--- src/rtl/cache_trace_pkg.sv ---
// cache_trace_pkg
//   Shared types and helpers for the cache trace capture block.
//   - trace_state_e : capture FSM states
//   - onehot_chk    : exactly-one-bit-set test for the way-hit vector
//   The trace entry struct {tag, addr, data} depends on the capture module's
//   ADDR_W/DATA_W parameters, so it is declared inside that module.
//   Optional build macro used by this block: CACHE_TRACE_STATE_LOG_EN.
package cache_trace_pkg;

    typedef enum logic [1:0] {
        ST_IDLE   = 2'd0,
        ST_ARMED  = 2'd1,
        ST_POST   = 2'd2,
        ST_FROZEN = 2'd3
    } trace_state_e;

    // Callers zero-extend narrower vectors; the v & (v-1) trick clears the
    // lowest set bit, so a non-zero vector with nothing left was one-hot.
    function automatic logic onehot_chk(input logic [63:0] v);
        return (v != 64'd0) && ((v & (v - 64'd1)) == 64'd0);
    endfunction

endpackage

--- src/rtl/cache_trace_satcnt.sv ---
// cache_trace_satcnt
//   CNT_W-bit saturating up-counter.
//   Ports:
//     clk    in   clock
//     reset  in   synchronous active-high reset (counter -> 0)
//     clr_i  in   synchronous clear
//     inc_i  in   increment request; ignored once the counter is all-ones
//     cnt_o  out  current count
module cache_trace_satcnt #(
    parameter int CNT_W = 16
) (
    input  logic             clk,
    input  logic             reset,
    input  logic             clr_i,
    input  logic             inc_i,
    output logic [CNT_W-1:0] cnt_o
);

    logic [CNT_W-1:0] cnt_q, cnt_d;

    always_comb begin
        cnt_d = cnt_q;
        if (clr_i)
            cnt_d = '0;
        else if (inc_i && (cnt_q != '1))
            cnt_d = cnt_q + CNT_W'(1);
    end

    always_ff @(posedge clk) begin
        if (reset) cnt_q <= '0;
        else       cnt_q <= cnt_d;
    end

    assign cnt_o = cnt_q;

endmodule

--- src/rtl/cache_trace_capture.sv ---
// cache_trace_capture
//   Event capture beside the cache controller: records mm write transactions
//   into a circular trace buffer under arm/trigger control, keeps per-way
//   saturating hit counters and a sticky multi-hit error flag.
//   Ports:
//     clk, reset        clock, synchronous active-high reset
//     ev_valid/addr/data  mm write event tap
//     hit_valid, way_hit  lookup result tap (way_hit expected one-hot)
//     arm, trig           control pulses (arm clears the buffer and wins over trig)
//     rd_idx -> rd_addr/rd_data  registered readout, index 0 = oldest entry
//     cnt_sel -> hit_cnt  combinational hit counter readout
//     count, wrapped, frozen, multi_hit_err  status
//   Optional macro CACHE_TRACE_STATE_LOG_EN adds fsm_state (ST_W bits) and
//   rd_is_state: controller state changes while capturing are logged as
//   tagged entries.
module cache_trace_capture
    import cache_trace_pkg::*;
#(
    parameter int WAYS      = 4,
    parameter int ADDR_W    = 32,
    parameter int DATA_W    = 32,
    parameter int DEPTH     = 16,
    parameter int POST      = 4,
    parameter int CNT_W     = 16,
    parameter int WRAP_MODE = 1
`ifdef CACHE_TRACE_STATE_LOG_EN
    ,
    parameter int ST_W      = 4
`endif
) (
    input  logic                       clk,
    input  logic                       reset,
    input  logic                       ev_valid,
    input  logic [ADDR_W-1:0]          ev_addr,
    input  logic [DATA_W-1:0]          ev_data,
    input  logic                       hit_valid,
    input  logic [WAYS-1:0]            way_hit,
    input  logic                       arm,
    input  logic                       trig,
    input  logic [$clog2(DEPTH)-1:0]   rd_idx,
`ifdef CACHE_TRACE_STATE_LOG_EN
    input  logic [ST_W-1:0]            fsm_state,
    output logic                       rd_is_state,
`endif
    output logic [ADDR_W-1:0]          rd_addr,
    output logic [DATA_W-1:0]          rd_data,
    input  logic [$clog2(WAYS)-1:0]    cnt_sel,
    output logic [CNT_W-1:0]           hit_cnt,
    output logic [$clog2(DEPTH):0]     count,
    output logic                       wrapped,
    output logic                       frozen,
    output logic                       multi_hit_err
);

    localparam int AW = $clog2(DEPTH);
    localparam int CW = AW + 1;
    localparam int PW = AW + 1;

    typedef struct packed {
`ifdef CACHE_TRACE_STATE_LOG_EN
        logic              tag;
`endif
        logic [ADDR_W-1:0] addr;
        logic [DATA_W-1:0] data;
    } entry_t;

    trace_state_e  state_q, state_d;
    logic [AW-1:0] wr_ptr_q, wr_ptr_d;
    logic [CW-1:0] count_q, count_d;
    logic          wrapped_q, wrapped_d;
    logic [PW-1:0] post_q, post_d;
    logic          mhe_q, mhe_d;
    entry_t        rd_q;
    entry_t        mem_q [DEPTH];

    logic          capturing, full, req, we;
    entry_t        wentry;
    logic [AW-1:0] rd_phys;

    assign capturing = (state_q == ST_ARMED) || (state_q == ST_POST);
    assign full      = (count_q == CW'(DEPTH));

    // ------------------------------------------------------------------
    // Write source selection
    // ------------------------------------------------------------------
`ifdef CACHE_TRACE_STATE_LOG_EN
    logic [ST_W-1:0] st_prev_q, pend_st_q, pend_st_d;
    logic            pend_q, pend_d, st_chg;

    assign st_chg = capturing && (fsm_state != st_prev_q);

    // An mm event always goes first; a state change that collides with it
    // waits one cycle in the pending register. A newer change replaces a
    // pending one, so only the latest state is logged.
    always_comb begin
        req       = 1'b0;
        wentry    = '0;
        pend_d    = 1'b0;
        pend_st_d = pend_st_q;
        if (capturing && !arm) begin
            if (ev_valid) begin
                req         = 1'b1;
                wentry.addr = ev_addr;
                wentry.data = ev_data;
                pend_d      = pend_q | st_chg;
                if (st_chg) pend_st_d = fsm_state;
            end else if (pend_q) begin
                req         = 1'b1;
                wentry.tag  = 1'b1;
                wentry.data = DATA_W'(st_chg ? fsm_state : pend_st_q);
            end else if (st_chg) begin
                req         = 1'b1;
                wentry.tag  = 1'b1;
                wentry.data = DATA_W'(fsm_state);
            end
        end
    end

    always_ff @(posedge clk) begin
        if (reset) begin
            st_prev_q <= '0;
            pend_st_q <= '0;
            pend_q    <= 1'b0;
        end else begin
            st_prev_q <= fsm_state;
            pend_st_q <= pend_st_d;
            pend_q    <= pend_d;
        end
    end

    assign rd_is_state = rd_q.tag;
`else
    always_comb begin
        req    = ev_valid;
        wentry = '0;
        if (ev_valid) begin
            wentry.addr = ev_addr;
            wentry.data = ev_data;
        end
    end
`endif

    // ------------------------------------------------------------------
    // Capture FSM and buffer bookkeeping
    // ------------------------------------------------------------------
    always_comb begin
        state_d   = state_q;
        wr_ptr_d  = wr_ptr_q;
        count_d   = count_q;
        wrapped_d = wrapped_q;
        post_d    = post_q;
        we        = 1'b0;
        if (arm) begin
            // arm wins over trig and over a same-cycle capture
            state_d   = ST_ARMED;
            wr_ptr_d  = '0;
            count_d   = '0;
            wrapped_d = 1'b0;
            post_d    = PW'(POST);
        end else begin
            if (capturing && req) begin
                if ((state_q == ST_ARMED) && full && (WRAP_MODE == 0)) begin
                    state_d = ST_FROZEN;
                end else begin
                    // POST always overwrites when full, whatever WRAP_MODE says
                    we       = 1'b1;
                    wr_ptr_d = wr_ptr_q + AW'(1);
                    if (full) wrapped_d = 1'b1;
                    else      count_d   = count_q + CW'(1);
                    if (state_q == ST_POST) begin
                        post_d = post_q - PW'(1);
                        if (post_q == PW'(1)) state_d = ST_FROZEN;
                    end
                end
            end
            // The trig-cycle capture above ran in ARMED, so it is not a
            // post-trigger entry. A stop-when-full freeze takes precedence.
            if ((state_q == ST_ARMED) && trig && (state_d == ST_ARMED)) begin
                state_d = (POST == 0) ? ST_FROZEN : ST_POST;
                post_d  = PW'(POST);
            end
        end
    end

    always_ff @(posedge clk) begin
        if (reset) begin
            state_q   <= ST_IDLE;
            wr_ptr_q  <= '0;
            count_q   <= '0;
            wrapped_q <= 1'b0;
            post_q    <= '0;
        end else begin
            state_q   <= state_d;
            wr_ptr_q  <= wr_ptr_d;
            count_q   <= count_d;
            wrapped_q <= wrapped_d;
            post_q    <= post_d;
        end
    end

    // Trace RAM: not reset, reads are masked by count instead.
    always_ff @(posedge clk) begin
        if (we) mem_q[wr_ptr_q] <= wentry;
    end

    // ------------------------------------------------------------------
    // Readout: once wrapped, the oldest entry sits at wr_ptr
    // ------------------------------------------------------------------
    assign rd_phys = (wrapped_q ? wr_ptr_q : '0) + rd_idx;

    always_ff @(posedge clk) begin
        if (reset)
            rd_q <= '0;
        else if ({1'b0, rd_idx} < count_q)
            rd_q <= mem_q[rd_phys];
        else
            rd_q <= '0;
    end

    assign rd_addr = rd_q.addr;
    assign rd_data = rd_q.data;

    // ------------------------------------------------------------------
    // Hit counters and multi-hit flag
    // ------------------------------------------------------------------
    logic                        hit_one;
    logic [WAYS-1:0][CNT_W-1:0]  cnt_all;

    assign hit_one = onehot_chk(64'(way_hit));

    for (genvar g = 0; g < WAYS; g++) begin : g_way
        cache_trace_satcnt #(.CNT_W(CNT_W)) u_cnt (
            .clk   (clk),
            .reset (reset),
            .clr_i (1'b0),
            .inc_i (hit_valid && hit_one && way_hit[g]),
            .cnt_o (cnt_all[g])
        );
    end

    assign hit_cnt = cnt_all[cnt_sel];

    always_comb begin
        mhe_d = mhe_q;
        if (hit_valid && (way_hit != '0) && !hit_one) mhe_d = 1'b1;
    end

    always_ff @(posedge clk) begin
        if (reset) mhe_q <= 1'b0;
        else       mhe_q <= mhe_d;
    end

    assign count         = count_q;
    assign wrapped       = wrapped_q;
    assign frozen        = (state_q == ST_FROZEN);
    assign multi_hit_err = mhe_q;

endmodule

--- config.mk ---
export PLATFORM = sky130hd
export DESIGN_NAME = cache_trace_capture
export DESIGN_NICKNAME = d
export VERILOG_FILES = /design/src/rtl/cache_trace_pkg.sv /design/src/rtl/cache_trace_satcnt.sv /design/src/rtl/cache_trace_capture.sv
export SDC_FILE = /design/constraint.sdc
export NUM_CORES = 1
export LEC_CHECK = 0
export CORE_ASPECT_RATIO = 1.4
export CORE_MARGIN = 2
export CORE_UTILIZATION = 40
export CTS_CLUSTER_SIZE = 25
export DETAILED_ROUTE_END_ITERATION = 10
export PLACE_DENSITY = 0.59
export SLEW_MARGIN = 10
export SYNTH_ARGS = -nofsm -noshare
export SYNTH_HDL_FRONTEND = slang
export SYNTH_SLANG_ARGS = --single-unit
--- constraint.sdc ---
create_clock -name clk -period 10.3 [get_ports clk]
set_input_delay 3.09 -clock clk [delete_from_list [all_inputs] [get_ports clk]]
set_output_delay 3.09 -clock clk [all_outputs]
set_load 0.01 [all_outputs]
==> flow_summary.ini, run 1 <==
[status]
status = completed

[detailed_routing]
via_per_inst = 5.50
totalWireLength_um = 105000
top_layer = met5
wl_met3_um = 5300
antenna_left = 0
dr.pass1.iters = 5
wire_per_inst_um = 26.3
wl_met2_um = 54800
vias = 21900
drc = 0
wl_met1_um = 42400
drt_iter0_drc = 1967

[power_and_ir_drop]
p_per_area_mw_per_mm2 = 184
power_w = 0.00959
ir_worst_vdd_uv = 158
power_leakage_nw = 16.6

[worst_setup_path]
crit_slowest_cell = clkdlybuf4s50_1
max_stage_delay_ps = 1120
crit_path_frequent_cell = clkdlybuf4s50_1
cp-start-kind = primary input
ff2ff_setup_slack_ps = 6610
endpoint_kind = primary output
worstPathArrival_ps = 5330
critical_path_required_ps = 7210
r2r_start = wr_ptr_q[0]
crit_path_max_fanout = 16
reg2reg_depth = 7
critical_path_class = primary input to primary output
regToRegEndpoint = rd_addr[17]
path_cells = clkdlybuf4s50_1, mux4_2, clkdlybuf4s50_1

[die]
rows = 145
die_h_um = 401
start_util = 0.404
die-area_mm2 = 0.115
ios = 168
dieWidth_um = 288
core_mm2 = 0.112

[clock_tree]
clkSlewWorstSetupHoldPaths_ps = 70
cts_root_buffer = clkbuf_16
cts_buffers = 107
cts_resized = 0
cts_tree = done
cts_buffer_depth = 3
worstSkewPairLatency_ps = 710
holdBufCountCts = 0
cts_sinks = 1170
htreeDepth = 3
cts_setup_buffers = 0

[timing]
tightest_slew_ps = 1190
setup_violations = 0
final_max_slew_viol_count = 0
fin_tns_setup_ps = 0
max-slew-margin-rel = 0.206
fin_skew_ps = 34.9
final.min_clock_period_ps = 8420
hold_viol = 0
min_period_over_period = 0.817
rsz0062_at_grt = false
fmax_mhz = 119

[layout]
nFillCells = 9195
final_cell_mix = edfxtp_1 (1024), mux4_2 (272), clkdlybuf4s50_1 (165)
final_nets = 2526
final_common_cell = edfxtp_1
area_growth_pct = 15.9
drive_gt1_frac = 0.206

[synthesis]
yosys.area.top_type = edfxtp_1
post-synth-top-area-fraction = 0.683
synth_cell_type_count = 63
ys_seq_area_frac = 0.748
yosysWarningCount = 0
syn_inst = 2216
synth_nets = 2318
synthTopCellsByArea = edfxtp_1 (68%), mux4_2 (14%), dfxtp_1 (6.5%)
avgSynthCellArea_um2 = 20.3
syn-cell-area_mm2 = 0.0450
synth_seq_cells = 1170
synth_flop_cell = edfxtp_1
async_flop_share = 0
synth_edf_count = 1024

[min_path]
whs_endpoint = multi_hit_err
hp-start = multi_hit_err
hp-class = flip-flop to flip-flop
hold_path_depth = 2

[global_route]
grt_usage = 0.183
grt_overflow = 0
antenna_found_initial = 3
grt_pass1_wl_um = 154000
grt_pass1_vias = 23500
grt_max_degree = 118

[place]
hpwl_um = 55400
place_congestion = 0.805
port_buffers = 167

[flow_run]
drv_cap = 0
[worst max-delay path: cells and delay by family]
kind / cells / cell delay (ps)
buffers and inverters: 2 / 1620
multiplexers: 1 / 620
[layer usage]
metal	track usage	vias up
met5	0	-
met4	0.0562	2
met3	0.0249	127
met2	0.321	607
met1	0.235	11700
li1	-	9488
[synth_stat cells (2+ instances only)]
cell type	n
nand4_1	20
a2111oi_2	2
or2_2	2
a311oi_1	3
clkbuf_1	61
dfxtp_1	146
nor4b_2	2
and3_1	9
ha_1	21
nand2b_1	3
o21ai_0	7
or4_1	2
buf_4	4
nor3_1	14
xor2_1	10
xnor2_1	46
nor2_1	93
and4_1	9
nand4b_1	2
or3_1	5
a31oi_1	4
inv_1	15
and2_1	75
a211oi_1	10
nor4b_1	3
a21oi_1	20
mux2i_1	136
nor4b_4	2
nor2b_1	4
nand3_1	14
nor4_1	5
nand2_1	34
o31ai_1	2
buf_2	41
o22ai_1	64
mux4_2	272
edfxtp_1	1024
nor3b_1	5
[sequential cells by signal, indices dropped and copies added (netlist names)]
signal and flops:
rd_addr 32, g_way.u_cnt.cnt_o 64, wr_ptr_q 4, post_q 5
rd_data 32, wrapped 1, count 5, multi_hit_err 1
state_q 2, mem_q 1024
[worst max path at each step]
stage | end | depth (start not counted) | slack, ps | startpoint
after CTS | hit_cnt[0] | 3 | 1860 | cnt_sel[1]
after global placement | hit_cnt[3] | 3 | 1900 | cnt_sel[1]
after detailed placement | hit_cnt[0] | 3 | 1860 | cnt_sel[1]
final | hit_cnt[0] | 3 | 1880 | cnt_sel[1]
after floorplan | hit_cnt[10] | 3 | 3030 | cnt_sel[1]
after global routing | hit_cnt[0] | 3 | 1710 | cnt_sel[1]
[cell type report]
type	count	area, um2	share of cell area
Clock inverter	66	644	0.0124
Multi-Input combinational cell	924	11000	0.211
Inverter	15	56.3	0.00108
Sequential cell	1170	33700	0.645
Clock buffer	133	2900	0.0556
Antenna cell	3	7.51	0.000144
Tap cell	1470	1840	0.0353
Timing Repair Buffer	206	2070	0.0396
[power breakdown]
group / internal [W] / switching [W] / leakage (nW)
clock network: 0.00223 / 0.00176 / 1.72
logic: 0.000189 / 0.000226 / 4.37
registers: 0.00517 / 0.0000117 / 10.5
[logic make-up (layout without fill, tap and decap cells)]
group                      Yosys count  count (layout)  share of synthesized area
buffers and inverters              122             420                     0.0116
adders and majority gates           23              23                    0.00650
xor gates and xnor gates            56              56                     0.0109
muxes                              408             408                      0.166
DFF                               1170            1170                      0.748
other                                0               3                          0
AOI/OAI and AO/OA                  123             123                     0.0179
and+or+nand+nor                    314             314                     0.0389
[stage by stage]
step	setup slack, ps	hold slack (ps)	utilization	instances	cell area, um2
after floorplan	3030	454	-	2216	45000
after global placement	1900	432	0.436	3785	48600
after detailed placement	1860	444	0.436	3785	48600
after CTS	1860	453	0.468	3984	52200
after global routing	1710	482	0.468	3984	52200
final	1880	455	0.468	3987	52200
(Power assumes the default switching activity.)
==> inputs of run 2 (changes only) <==
Settings changed: PLACE_DENSITY 0.59 to 0.61.
Clock period 10.3 ns to 6.9 ns, I/O delays scaled along.
==> flow_summary.ini, run 2 (synthesis gave the netlist of run 1 again) <==
[detailed_routing]
dr.pass1.iters = 5
drc = 0
wl_met3_um = 5170
vias = 22100
wire_per_inst_um = 26.2
wl_met2_um = 54200
antenna_left = 0
via_per_inst = 5.52
totalWireLength_um = 105000
top_layer = met5
wl_met1_um = 42700
drt_iter0_drc = 1871

[timing]
fin_hold_ws_ps = 447
fin_skew_ps = 15.4
fmax_mhz = 167
tightest_slew_ps = 1210
fin_tns_setup_ps = 0
final_max_slew_viol_count = 0
layout_setup_ws_ps = 905
final.min_clock_period_ps = 6000
hold_viol = 0
max-slew-margin-rel = 0.193
rsz0062_at_grt = false
min_period_over_period = 0.869
setup_violations = 0

[place]
dp_cells = 3798
place_ws_ps = 916
place_congestion = 0.812
port_buffers = 167
hpwl_um = 57300

[layout]
drive_gt1_frac = 0.209
final_core_util = 0.472
final_cell_mix = edfxtp_1 (1024), mux4_2 (272), clkdlybuf4s50_1 (165)
final_nets = 2541
largest-register = mem_q
area_growth_pct = 16.9
final_common_cell = edfxtp_1
largest_reg_flops = 1024
stdcell_count = 4006

[worst_setup_path]
crit_path_frequent_cell = clkdlybuf4s50_1
path_cells = clkdlybuf4s50_1, mux4_2, clkdlybuf4s50_1
crit_slowest_cell = clkdlybuf4s50_1
ff2ff_setup_slack_ps = 3530
cp-start-kind = primary input
max_stage_delay_ps = 930
critical_path_class = primary input to primary output
critical_path_required_ps = 4830
worstPathArrival_ps = 3930
endpoint_kind = primary output
crit_path_max_fanout = 16

[die]
start_util = 0.404
die_h_um = 401
rows = 145
ios = 168
dieWidth_um = 288
core_mm2 = 0.112
die-area_mm2 = 0.115

[global_route]
grt_max_degree = 93
grt_pass1_wl_um = 155000
grt_usage = 0.183
grt_overflow = 0
grt_pass1_vias = 23500
antenna_found_initial = 5

[min_path]
hp-class = flip-flop to flip-flop

[clock_tree]
cts_setup_buffers = 0
cts_sinks = 1170
cts_buffers = 109
clkSlewWorstSetupHoldPaths_ps = 60
htreeDepth = 3
cts_root_buffer = clkbuf_16
worstSkewPairLatency_ps = 720
cts_resized = 0
cts_buffer_depth = 3
cts_tree = done
holdBufCountCts = 0

[status]
status = completed

[power_and_ir_drop]
ir_worst_vdd_uv = 227
p_per_area_mw_per_mm2 = 278
clkPwrFrac = 0.427
p_int_w = 0.0116
power_switching_w = 0.00300
p_sw_frac = 0.205
power_leakage_nw = 16.8
combPwrFrac = 0.043
seqPwrFrac = 0.530

[flow_run]
drv_cap = 0
[run 2: per-stage QoR]
stage,total power [W],instance area [um2]
finish,0.0146,52600
global route,0.0151,52600
CTS,0.0148,52600
detailed placement,0.00853,48900
global placement,0.00852,48900
floorplan,0.00828,45000
[run 2: final cells by class]
class	instances	area (um2)
Timing Repair Buffer	219	2330
Fill cell	9179	58900
Antenna cell	1	2.50
Tap cell	1470	1840
Inverter	15	56.3
Clock inverter	56	697
Multi-Input combinational cell	924	11000
Clock buffer	151	3050
Sequential cell	1170	33700
[run 2: worst paths after layout]
| check | start | end | cells past startpoint |
|---|---|---|---|
| min | multi_hit_err | multi_hit_err | 2 |
| min reg2reg | multi_hit_err | multi_hit_err | 2 |
| max reg2reg | wr_ptr_q[0] | rd_addr[14] | 7 |
| max | cnt_sel[0] | hit_cnt[6] | 3 |
[run 2: power by group through the flow]
stage	sequential (W)	combinational, W	clock, W
3_3_place_gp	0.00789	0.000627	0
2_1_floorplan	0.00789	0.000392	0
4_1_cts	0.00774	0.000644	0.00639
5_1_grt	0.00774	0.000684	0.00665
6_report	0.00774	0.000633	0.00624
3_5_place_dp	0.00789	0.000643	0
[run 2: layer usage]
| layer | vias up | global-route usage |
|---|---|---|
| li1 | 9519 | - |
| met4 | 8 | 0.0602 |
| met3 | 159 | 0.0296 |
| met1 | 11800 | 0.236 |
| met5 | - | 0 |
| met2 | 624 | 0.315 |
[run 2: critical path, delay by kind of cell]
kind                   cells  cell delay (ps)
multiplexers               1              410
buffers and inverters      2             1440
==> RTL edit (flow settings as in run 2) <==
`CNT_W` is set to 16 in 2 places; all go to 24.
--- a/src/rtl/cache_trace_satcnt.sv
+++ b/src/rtl/cache_trace_satcnt.sv
@@ -7,7 +7,7 @@
 //     inc_i  in   increment request; ignored once the counter is all-ones
 //     cnt_o  out  current count
 module cache_trace_satcnt #(
-    parameter int CNT_W = 16
+    parameter int CNT_W = 24
 ) (
     input  logic             clk,
     input  logic             reset,
--- a/src/rtl/cache_trace_capture.sv
+++ b/src/rtl/cache_trace_capture.sv
@@ -21,7 +21,7 @@
     parameter int DATA_W    = 32,
     parameter int DEPTH     = 16,
     parameter int POST      = 4,
-    parameter int CNT_W     = 16,
+    parameter int CNT_W     = 24,
     parameter int WRAP_MODE = 1
 `ifdef CACHE_TRACE_STATE_LOG_EN
     ,
Ports: changed (resized hit_cnt); port bits go from 168 to 176. No check against the original RTL was run, so the function may have changed too.
==> RTL edit against run 2 <==
Critical path depth increased by 1. Power is 2.2% higher. Maximum frequency shrank 0.91%. Die area rose by 4.7%. Utilization fell by 0.31 points. Count of clock-buffer cells in the layout down 18. Sequential cell count up 32. Non-clock buffer count is 22 higher. Synthesized cell count grew 10%. Setup slack got worse by 0.055 ns. Final area up 4.6%. Hold slack improved by 0.020 ns. Synthesized area is 4.8% higher. Routed wire length increased by 7.1%.
==> RTL edit: results (changes against run 2) <==
- Outcome: finished clean (unchanged)
- Worst reg2reg setup slack: 3.56 ns (was 3.53 ns)
- Synth warnings: 0 (unchanged)
- Sequential fraction of the synthesis area: 72.75% (was 74.79%)
- Worst Hold Class: flip-flop to flip-flop (unchanged)
- Drt pass-1 iters: 5 (unchanged)
- Routability cong.: 0.8466 (was 0.8123)
- Asr flop ratio synth: 0% (unchanged)
- Routed wire length: 112.4 mm (was 105.0 mm)
- Worst hold slack: 0.4671 ns (was 0.4473 ns)
- Max IR drop VDD: 0.0001969 V (was 0.0002275 V)
- Top cells by instance count after synthesis: 1024 x edfxtp_1, 280 x mux4_2, 178 x dfxtp_1 (was 1024 x edfxtp_1, 272 x mux4_2, 146 x dfxtp_1)
- CP delay by family, top: buffers and inverters (unchanged)
- Clock Skews: 0.03750 ns (was 0.01542 ns)
- Largest net degree at the start of global routing: 129 (was 93)
- CP max stage delay: 0.58 ns (was 0.93 ns)
- Clk root buf: clkbuf_16 (unchanged)
- Vias: 23.88k (was 22.10k)
- Share of layout cells above drive strength 1: 24.90% (was 20.91%)
- Worst-margin pin slew: 1.229 ns (was 1.208 ns)
- Clk_lat worst skew: 0.72 ns (about the same)
- Crit path DAT: 3.98 ns (was 3.93 ns)
- Post-CTS setup buffer count: 0 (unchanged)
- Post-synth top area cell: edfxtp_1 (unchanged)
- Clock slew seen by the registers of the worst setup and hold paths: 0.07 ns
- Critical-path top delay cell: mux4_2 (was clkdlybuf4s50_1)
- Post-cts sizing count: 0 (unchanged)
- Post-synth EDFFs: 1024 (unchanged)
- Nets: 2772 (was 2541)
- First-pass GRT wire length: 166.0 mm (was 155.3 mm)
- Leakage: 17.31 nW (was 16.84 nW)
- Initial antenna violation count: 7 (was 5)
- CTS H-tree lvls: 3 (unchanged)
- Ranking of synthesized cells by area: edfxtp_1 65%, mux4_2 13%, dfxtp_1 7.6% (was edfxtp_1 68%, mux4_2 14%, dfxtp_1 6.5%)
- Psw: 3.046 mW (was 3.001 mW)
- Vias in the first global route: 25.18k (was 23.53k)
- HPWL after DPL: 63.28 mm (was 57.28 mm)
- Starting DRT DRC Count: 1737 (was 1871)
- Tot GR Track Use: 18.75% (was 18.31%)
- CP max FO: 24 (was 16)
- Post-Syn Nets: 2542 (was 2318)
- Placed cell area: 51230 um^2 (was 48890 um^2)
- Netlist cell types: 53 (was 63)
- Clk buf depth: 3 (unchanged)
- CTS Buf Count: 112 (was 109)
- Port bufs: 175 (was 167)
- Largest register by flop count: mem_q (unchanged)
- Max reg flops: 1024 (unchanged)
-- RTL edit: cell families after synthesis --
group | synth area share, %
multiplexers | 16.65
flip-flops | 72.75
buffers and inverters | 1.252
adder cells (fa/ha/maj) | 0.6208
AND/OR/NAND/NOR | 4.658
XOR/XNOR | 1.411
AO/OA/AOI/OAI | 2.656
-- RTL edit: final timing paths --
kind                   endpoint  cells past startpoint          start
hold reg to reg   multi_hit_err                      2  multi_hit_err
setup reg to reg     rd_data[1]                      7    wr_ptr_q[0]
hold / removal    multi_hit_err                      2  multi_hit_err
setup / recovery    hit_cnt[19]                      4     cnt_sel[1]
-- RTL edit: power groups by stage --
stage	clock network (mW)	registers [mW]	logic, mW
finish	6.37	7.92	0.648
global route	6.76	7.92	0.700
CTS	6.51	7.92	0.660
detailed placement	0	8.08	0.658
global placement	0	8.08	0.642
floorplan	0	8.08	0.405
-- RTL edit: area by class of cell --
class / instances / area (um^2)
Tap cell: 1510 / 1889
Sequential cell: 1202 / 34310
Fill cell: 9752 / 62410
Timing Repair Buffer: 241 / 2487
Clock buffer: 133 / 3017
Inverter: 29 / 108.9
Multi-Input combinational cell: 1084 / 12430
Antenna cell: 1 / 2.502
Clock inverter: 78 / 785.8
-- RTL edit: metal layers --
layer  GRT usage [%]  routed length [um]  up-vias
met5               0                  69        -
met4           5.515                2537       12
met3           3.654                6767      161
met2           32.92               58050      675
met1           23.45               44980    12653
li1                -                   -    10378
-- RTL edit: worst register-to-register path, delay by kind of cell, from the launching register on --
| kind | cells | cell delay (ns) |
|---|---|---|
| buffers and inverters | 1 | 0.45 |
| AOI/OAI and AO/OA | 1 | 0.23 |
| and+or+nand+nor | 1 | 0.22 |
| muxes | 2 | 0.66 |
| adders and majority gates | 2 | 1.27 |
| DFF | 1 | 0.38 |
-- RTL edit: stage by stage --
step	utilization [%]	instances	setup WS [ns]
6_report	46.86	4278	0.8496
5_1_grt	46.86	4277	0.7577
4_1_cts	46.86	4277	0.8260
3_5_place_dp	43.62	4066	0.8286
3_3_place_gp	43.62	4066	0.8514
2_1_floorplan	-	2440	0.8757
